[src/rtl/bram_port_arbiter_pkg.sv]
// Shared definitions for the two-master BRAM port arbiter.
//   state_e           : arbiter FSM states
//   WE_ALL / WE_NONE  : BRAM byte-write-enable patterns
//   BASE_ADDR_DEFAULT : default byte base address of the BRAM window
package bram_arb_pkg;

    typedef enum logic [1:0] {
        IDLE,
        ACCESS,
        RD_WAIT
    } state_e;

    localparam logic [3:0]  WE_ALL            = 4'b1111;
    localparam logic [3:0]  WE_NONE           = 4'b0000;
    localparam logic [31:0] BASE_ADDR_DEFAULT = 32'h4000_0000;

endpackage

[src/rtl/bram_port_arbiter_if.sv]
// Bundle of the requester handshakes (m0, m1) and the BRAM port B pins.
//   slave  : arbiter view (requests in, acks/read data/BRAM strobes out)
//   master : requester + BRAM model view (the mirror image)
interface bram_port_arbiter_if #(
    parameter int unsigned AW = 10
);
    logic          m0_req;
    logic          m0_we;
    logic [AW-1:0] m0_addr;
    logic [31:0]   m0_wdata;
    logic          m0_ack;
    logic [31:0]   m0_rdata;
    logic          m0_rvalid;

    logic          m1_req;
    logic          m1_we;
    logic [AW-1:0] m1_addr;
    logic [31:0]   m1_wdata;
    logic          m1_ack;
    logic [31:0]   m1_rdata;
    logic          m1_rvalid;

    logic [31:0]   addrb;
    logic          clkb;
    logic [31:0]   dinb;
    logic [31:0]   doutb;
    logic          enb;
    logic          rstb;
    logic [3:0]    web;

    modport slave (
        input  m0_req, m0_we, m0_addr, m0_wdata,
        output m0_ack, m0_rdata, m0_rvalid,
        input  m1_req, m1_we, m1_addr, m1_wdata,
        output m1_ack, m1_rdata, m1_rvalid,
        output addrb, clkb, dinb, enb, rstb, web,
        input  doutb
    );

    modport master (
        output m0_req, m0_we, m0_addr, m0_wdata,
        input  m0_ack, m0_rdata, m0_rvalid,
        output m1_req, m1_we, m1_addr, m1_wdata,
        input  m1_ack, m1_rdata, m1_rvalid,
        input  addrb, clkb, dinb, enb, rstb, web,
        output doutb
    );

endinterface

[src/rtl/bram_port_arbiter_rr.sv]
// Two-way round-robin selector.
//   req_i  : eligible requesters (bit N = mN)
//   last_i : index of the requester granted most recently
//   gnt_o  : one-hot grant; on contention the requester not granted last wins
module bram_arb_rr (
    input  logic [1:0] req_i,
    input  logic       last_i,
    output logic [1:0] gnt_o
);

    always_comb begin
        gnt_o = '0;
        if (req_i[0] && req_i[1]) begin
            gnt_o = last_i ? 2'b01 : 2'b10;
        end else begin
            gnt_o = req_i;
        end
    end

endmodule

[src/rtl/bram_port_arbiter.sv]
// Shares one BRAM port between two requesters (m0, m1).
//   clk40 : sole clock, also forwarded as clkb
//   rst_n : asynchronous active-low reset
//   bus   : requester handshakes + BRAM port B (see bram_port_arbiter_if)
// One access at a time: IDLE grants, ACCESS strobes the BRAM for one cycle,
// reads then wait READ_LATENCY cycles in RD_WAIT before returning data.
module bram_port_arbiter
    import bram_arb_pkg::*;
#(
    parameter logic [31:0] BASE_ADDR    = BASE_ADDR_DEFAULT,
    parameter int unsigned AW           = 10,
    parameter int unsigned READ_LATENCY = 1
) (
    input  logic               clk40,
    input  logic               rst_n,
    bram_port_arbiter_if.slave bus
);

    localparam logic [1:0] RL = 2'(READ_LATENCY);

    state_e      state_q, state_d;
    logic        ptr_q, ptr_d;        // last granted requester; also routes read data
    logic        rst_done_q;
    logic        rd_q, rd_d;
    logic [1:0]  cnt_q, cnt_d;
    logic [31:0] addrb_q, addrb_d;
    logic [31:0] dinb_q, dinb_d;
    logic        enb_q, enb_d;
    logic [3:0]  web_q, web_d;
    logic [1:0]  ack_q, ack_d;
    logic [1:0]  rvalid_q, rvalid_d;
    logic [31:0] rdata0_q, rdata0_d;
    logic [31:0] rdata1_q, rdata1_d;

    logic [1:0]    elig;
    logic [1:0]    gnt;
    logic          win_we;
    logic [AW-1:0] win_addr;
    logic [31:0]   win_wdata;
    logic [AW+1:0] win_off;

    assign elig = {bus.m1_req & ~ack_q[1], bus.m0_req & ~ack_q[0]};

    bram_arb_rr u_rr (
        .req_i  (elig),
        .last_i (ptr_q),
        .gnt_o  (gnt)
    );

    assign win_we    = gnt[1] ? bus.m1_we    : bus.m0_we;
    assign win_addr  = gnt[1] ? bus.m1_addr  : bus.m0_addr;
    assign win_wdata = gnt[1] ? bus.m1_wdata : bus.m0_wdata;
    assign win_off   = {win_addr, 2'b00};

    always_comb begin
        state_d  = state_q;
        ptr_d    = ptr_q;
        rd_d     = rd_q;
        cnt_d    = cnt_q;
        addrb_d  = addrb_q;
        dinb_d   = dinb_q;
        enb_d    = 1'b0;
        web_d    = WE_NONE;
        ack_d    = '0;
        rvalid_d = '0;
        rdata0_d = rdata0_q;
        rdata1_d = rdata1_q;

        case (state_q)
            IDLE: begin
                // rst_done_q keeps the first edge after reset release grant-free
                if (rst_done_q && (gnt != 2'b00)) begin
                    state_d = ACCESS;
                    ptr_d   = gnt[1];
                    rd_d    = ~win_we;
                    addrb_d = BASE_ADDR + 32'(win_off);
                    dinb_d  = win_wdata;
                    enb_d   = 1'b1;
                    web_d   = win_we ? WE_ALL : WE_NONE;
                    ack_d   = gnt;
                end
            end
            ACCESS: begin
                if (rd_q) begin
                    state_d = RD_WAIT;
                    cnt_d   = 2'd1;
                end else begin
                    state_d = IDLE;
                end
            end
            RD_WAIT: begin
                if (cnt_q == RL) begin
                    state_d = IDLE;
                    rvalid_d[ptr_q] = 1'b1;
                    if (ptr_q) rdata1_d = bus.doutb;
                    else       rdata0_d = bus.doutb;
                end else begin
                    cnt_d = cnt_q + 2'd1;
                end
            end
            default: state_d = IDLE;
        endcase
    end

    always_ff @(posedge clk40 or negedge rst_n) begin
        if (!rst_n) begin
            state_q    <= IDLE;
            ptr_q      <= 1'b1;
            rst_done_q <= 1'b0;
            rd_q       <= 1'b0;
            cnt_q      <= '0;
            addrb_q    <= '0;
            dinb_q     <= '0;
            enb_q      <= 1'b0;
            web_q      <= WE_NONE;
            ack_q      <= '0;
            rvalid_q   <= '0;
            rdata0_q   <= '0;
            rdata1_q   <= '0;
        end else begin
            state_q    <= state_d;
            ptr_q      <= ptr_d;
            rst_done_q <= 1'b1;
            rd_q       <= rd_d;
            cnt_q      <= cnt_d;
            addrb_q    <= addrb_d;
            dinb_q     <= dinb_d;
            enb_q      <= enb_d;
            web_q      <= web_d;
            ack_q      <= ack_d;
            rvalid_q   <= rvalid_d;
            rdata0_q   <= rdata0_d;
            rdata1_q   <= rdata1_d;
        end
    end

    assign bus.clkb      = clk40;
    assign bus.rstb      = 1'b0;
    assign bus.addrb     = addrb_q;
    assign bus.dinb      = dinb_q;
    assign bus.enb       = enb_q;
    assign bus.web       = web_q;
    assign bus.m0_ack    = ack_q[0];
    assign bus.m1_ack    = ack_q[1];
    assign bus.m0_rvalid = rvalid_q[0];
    assign bus.m1_rvalid = rvalid_q[1];
    assign bus.m0_rdata  = rdata0_q;
    assign bus.m1_rdata  = rdata1_q;

endmodule

[src/flat_wrapper.sv]
// flat-port wrapper written by rule: the top's interface ports become plain ports
module bram_port_arbiter_flat import bram_arb_pkg::*;
#(
    parameter logic [31:0] BASE_ADDR    = BASE_ADDR_DEFAULT,
    parameter int unsigned AW           = 10,
    parameter int unsigned READ_LATENCY = 1
)
  (clk40, rst_n, bus_m0_req, bus_m0_we, bus_m0_addr, bus_m0_wdata, bus_m0_ack, bus_m0_rdata, bus_m0_rvalid, bus_m1_req, bus_m1_we, bus_m1_addr, bus_m1_wdata, bus_m1_ack, bus_m1_rdata, bus_m1_rvalid, bus_addrb, bus_clkb, bus_dinb, bus_enb, bus_rstb, bus_web, bus_doutb);
  bram_port_arbiter_if #(.AW(AW)) bus_i ();
  input  logic clk40;
  input  logic rst_n;
  input wire logic [$bits(bus_i.m0_req)-1:0] bus_m0_req;
  input wire logic [$bits(bus_i.m0_we)-1:0] bus_m0_we;
  input wire logic [$bits(bus_i.m0_addr)-1:0] bus_m0_addr;
  input wire logic [$bits(bus_i.m0_wdata)-1:0] bus_m0_wdata;
  output wire logic [$bits(bus_i.m0_ack)-1:0] bus_m0_ack;
  output wire logic [$bits(bus_i.m0_rdata)-1:0] bus_m0_rdata;
  output wire logic [$bits(bus_i.m0_rvalid)-1:0] bus_m0_rvalid;
  input wire logic [$bits(bus_i.m1_req)-1:0] bus_m1_req;
  input wire logic [$bits(bus_i.m1_we)-1:0] bus_m1_we;
  input wire logic [$bits(bus_i.m1_addr)-1:0] bus_m1_addr;
  input wire logic [$bits(bus_i.m1_wdata)-1:0] bus_m1_wdata;
  output wire logic [$bits(bus_i.m1_ack)-1:0] bus_m1_ack;
  output wire logic [$bits(bus_i.m1_rdata)-1:0] bus_m1_rdata;
  output wire logic [$bits(bus_i.m1_rvalid)-1:0] bus_m1_rvalid;
  output wire logic [$bits(bus_i.addrb)-1:0] bus_addrb;
  output wire logic [$bits(bus_i.clkb)-1:0] bus_clkb;
  output wire logic [$bits(bus_i.dinb)-1:0] bus_dinb;
  output wire logic [$bits(bus_i.enb)-1:0] bus_enb;
  output wire logic [$bits(bus_i.rstb)-1:0] bus_rstb;
  output wire logic [$bits(bus_i.web)-1:0] bus_web;
  input wire logic [$bits(bus_i.doutb)-1:0] bus_doutb;
  assign bus_i.m0_req = bus_m0_req;
  assign bus_i.m0_we = bus_m0_we;
  assign bus_i.m0_addr = bus_m0_addr;
  assign bus_i.m0_wdata = bus_m0_wdata;
  assign bus_m0_ack = bus_i.m0_ack;
  assign bus_m0_rdata = bus_i.m0_rdata;
  assign bus_m0_rvalid = bus_i.m0_rvalid;
  assign bus_i.m1_req = bus_m1_req;
  assign bus_i.m1_we = bus_m1_we;
  assign bus_i.m1_addr = bus_m1_addr;
  assign bus_i.m1_wdata = bus_m1_wdata;
  assign bus_m1_ack = bus_i.m1_ack;
  assign bus_m1_rdata = bus_i.m1_rdata;
  assign bus_m1_rvalid = bus_i.m1_rvalid;
  assign bus_addrb = bus_i.addrb;
  assign bus_clkb = bus_i.clkb;
  assign bus_dinb = bus_i.dinb;
  assign bus_enb = bus_i.enb;
  assign bus_rstb = bus_i.rstb;
  assign bus_web = bus_i.web;
  assign bus_i.doutb = bus_doutb;
  bram_port_arbiter #(.BASE_ADDR(BASE_ADDR), .AW(AW), .READ_LATENCY(READ_LATENCY)) u_core (.clk40(clk40), .rst_n(rst_n), .bus(bus_i));
endmodule
[config.mk]
export PLATFORM = sky130hd
export DESIGN_NAME = bram_port_arbiter_flat
export DESIGN_NICKNAME = d
export VERILOG_FILES = /design/src/rtl/bram_port_arbiter_pkg.sv /design/src/rtl/bram_port_arbiter_if.sv /design/src/rtl/bram_port_arbiter_rr.sv /design/src/rtl/bram_port_arbiter.sv /design/src/flat_wrapper.sv
export SDC_FILE = /design/constraint.sdc
export NUM_CORES = 1
export LEC_CHECK = 0
export ABC_CLOCK_PERIOD_IN_PS = 1730
export BUFFER_PORTS_ARGS = -buffer_cell sky130_fd_sc_hd__clkbuf_2
export CORE_MARGIN = 2
export CORE_UTILIZATION = 35
export DETAILED_ROUTE_END_ITERATION = 8
export SLEW_MARGIN = 20
export SYNTH_ARGS = -nofsm -noshare
export SYNTH_HDL_FRONTEND = slang
export SYNTH_SLANG_ARGS = --single-unit
[constraint.sdc]
create_clock -name clk40 -period 1.73 [get_ports clk40]
set_input_delay 0.0865 -clock clk40 [delete_from_list [all_inputs] [get_ports clk40]]
set_output_delay 0.0865 -clock clk40 [all_outputs]
set_load 0.005 [all_outputs]
==> results.json <==
{
  "status": "complete, no violations",
  "ant_nets": 0,
  "vias": 4712,
  "met2_wirelength_um": 7720,
  "yosysTopAreaCellShare": 0.568,
  "placementRows": 44,
  "rrSetupSlack_ns": 0.09,
  "synth_top_area_cell": "dfrtp_1",
  "hold_class": "primary input to register",
  "cts_root_buffer": "clkbuf_16",
  "leakagePower_nw": 4.10,
  "diodes": 0,
  "clkTransAtPathRegs_ns": 0.05,
  "io_pins": 261,
  "syn_area_mm2": 0.00524,
  "yosys_register_bits": 120,
  "ys_types": 28,
  "cts_buffer_depth": 2,
  "wl_met3_um": 1130,
  "setup_viol": 0,
  "cts_max_level": 4,
  "die_w_um": 126,
  "cp_max_fo": 19,
  "fin_util": 0.581,
  "dieArea_mm2": 0.0160,
  "fin_crit_ns": 1.64,
  "crit_path_start": "u_core.state_q[1]$_DFFE_PN0P_",
  "grt_pass1_wl_um": 24700,
  "hpwlAfterDp_um": 9650,
  "antenna_found_initial": 0,
  "vdd_drop_max_uv": 680,
  "slowest_delay_ns": 0.38,
  "fin_worst_skew_ns": 0.00580,
  "highest_layer": "met4",
  "r2r_end": "u_core.bus.dinb[18]$_DFFE_PN0P_",
  "drive_above_1_share": 0.459,
  "netlist_instances": 447,
  "routedLengthMet1_um": 6130,
  "fmax_mhz": 611,
  "worst_slew_pin_slew_ns": 0.510,
  "yosysWarnings": 0,
  "port_buffers": 238,
  "whs_ns": 0.0191,
  "critPathLaunchType": "register",
  "cp_data_arrival_time_ns": 1.92,
  "gp_congestion": 0.802,
  "core_area_mm2": 0.0146,
  "fin_nets": 937,
  "drtPass1Iterations": 4,
  "area_growth_pct": 61.6,
  "hold_viol": 0,
  "max_slew_margin": 0.660,
  "wirelength_um": 15500,
  "drc": 0,
  "ff2ff_path_depth": 7,
  "wl_per_cell_um": 15.4,
  "insertion_delay_ns": 0.40,
  "slowest_stage": "dfrtp_1",
  "die_y_um": 126,
  "globalRouteTotalUtil": 0.195,
  "crit_end": "u_core.bus.dinb[18]$_DFFE_PN0P_",
  "finalCritPeriodShare": 0.947,
  "grt_max_degree": 45,
  "r2r-start": "u_core.state_q[1]$_DFFE_PN0P_",
  "first_global_vias": 5034,
  "viasPerCell": 4.68,
  "numCtsBuffers": 17,
  "synth_area_leaders": "dfrtp_1 57%, mux2_2 14%, nand2_1 6.2%",
  "path_cells": "inv_1, ha_4, nand2_2, a21oi_4, buf_6, clkbuf_16, a31oi_1",
  "pwr_density_cell_mw_per_mm2": 1560,
  "syn_area_per_cell_um2": 11.7,
  "initial_core_util": 0.359,
  "drt_iter0_drc": 153,
  "crit_required_ns": 2.01,
  "cts_tree": "built",
  "path_class": "register to register",
  "maxCapViolations": 0,
  "overflow": 0,
  "cp-end-kind": "register",
  "seq_area_frac_synth": 0.573,
  "drv_slew": 0
}
==> registers in the layout, indices dropped and copies added (netlist names), 2 cells and up <==
name,cells
u_core.state_q,2
u_core.bus.addrb,11
u_core.ack_q,2
u_core.bus.m0_rdata,32
u_core.bus.m1_rdata,32
u_core.rvalid_q,2
u_core.cnt_q,2
u_core.bus.dinb,32
==> kinds of logic after synthesis <==
group,count (synthesis),synth area share
and+or+nand+nor,139,0.107
DFF,120,0.573
muxes,67,0.144
buffers and inverters,58,0.0740
AOI/OAI and AO/OA,57,0.0915
adders and majority gates,4,0.00955
other,2,0.00143
==> Yosys cell counts <==
master     number
dfrtp_1       119
nand2_1        86
mux2_2         65
nor2_1         43
buf_4          31
a31oi_1        27
a31oi_2        15
buf_2          13
inv_1           8
buf_6           5
nor2b_1         5
ha_1            4
o21ai_0         4
a21oi_1         3
a21oi_4         2
conb_1          2
mux2i_1         2
nand2b_2        2
nand3_2         2
a211oi_1        1
dfstp_2         1
inv_2           1
o2111ai_1       1
o21a_1          1
o21ai_4         1
o22ai_1         1
o32ai_1         1
or2_2           1
==> cells in the final DEF, fill, tap and decap left out, types with 7 or more instances in the layout <==
cell type,count
mux2_2,65
buf_12,9
a31oi_2,15
dfrtp_1,119
nor2_1,43
clkbuf_16,18
nand2_1,85
buf_4,7
conb_1,23
dlygate4sd3_1,117
clkbuf_2,237
a31oi_1,27
inv_1,8
==> report_power, final <==
group	total [mW]	internal [mW]	leakage, nW	switching [mW]
clock	3.66	2.47	0.304	1.20
sequential	4.92	4.16	1.38	0.763
combinational	4.62	2.53	2.41	2.09
==> through the flow <==
| stage | setup TNS (ns) | power, mW | worst slack (ns) | instance area (µm²) | cells |
|---|---|---|---|---|---|
| floorplan | 0 | 7.20 | 0.271 | 5320 | 468 |
| global placement | 0 | 9.15 | 0.163 | 6620 | 857 |
| detailed placement | 0 | 9.29 | 0.0773 | 6620 | 857 |
| CTS | 0 | 13.2 | 0.0544 | 8410 | 1005 |
| global route | -0.145 | 14.1 | -0.0221 | 8470 | 1007 |
| finish | 0 | 13.2 | 0.0920 | 8470 | 1007 |
==> worst min-delay path by stage <==
stage | to | from | slack, ns | cells past startpoint
after global placement | u_core.bus.m1_rdata[8]$_DFFE_PN0P_ | rst_n | 0.08 | 1
after floorplan | u_core.ack_q[0]$_DFF_PN0_ | rst_n | -0.21 | 0
after CTS | u_core.bus.web[2]$_DFF_PN0_ | bus_m0_we | 0.01 | 3
final | u_core.bus.web[2]$_DFF_PN0_ | bus_m0_we | 0.02 | 3
after detailed placement | u_core.bus.m1_rdata[8]$_DFFE_PN0P_ | rst_n | 0.1 | 1
after global routing | u_core.bus.web[2]$_DFF_PN0_ | bus_m0_we | 0.03 | 3
==> worst max-delay path, delay by kind of cell (launching register included) <==
family,cells,cell delay (ns)
AO/OA/AOI/OAI,2,0.38
flip-flops,1,0.38
buffers and inverters,3,0.48
adder cells (fa/ha/maj),1,0.17
AND/OR/NAND/NOR,1,0.09
==> metal layers <==
layer / global-route usage / up-vias
li1: - / 2189
met1: 0.224 / 2250
met2: 0.329 / 236
met3: 0.0599 / 37
met4: 0.0983 / 0
met5: 0 / -
==> layout make-up <==
class / instances / area (µm²)
clock inverters: 6 / 111
repair buffers: 372 / 2630
fillers: 1182 / 6120
multi-input cells: 290 / 1950
clock buffers: 26 / 510
well taps: 184 / 230
flip-flops and latches: 120 / 3000
inverters: 9 / 33.8
==> what timing repair did <==
action,CTS,global route
hold buffers,117,0
endpoints found under the hold margin,139,0
setup buffers,0,1
endpoints found under the setup margin,0,42
gates resized for setup,0,7
No activity file was read; power rests on OpenSTA's default activity.
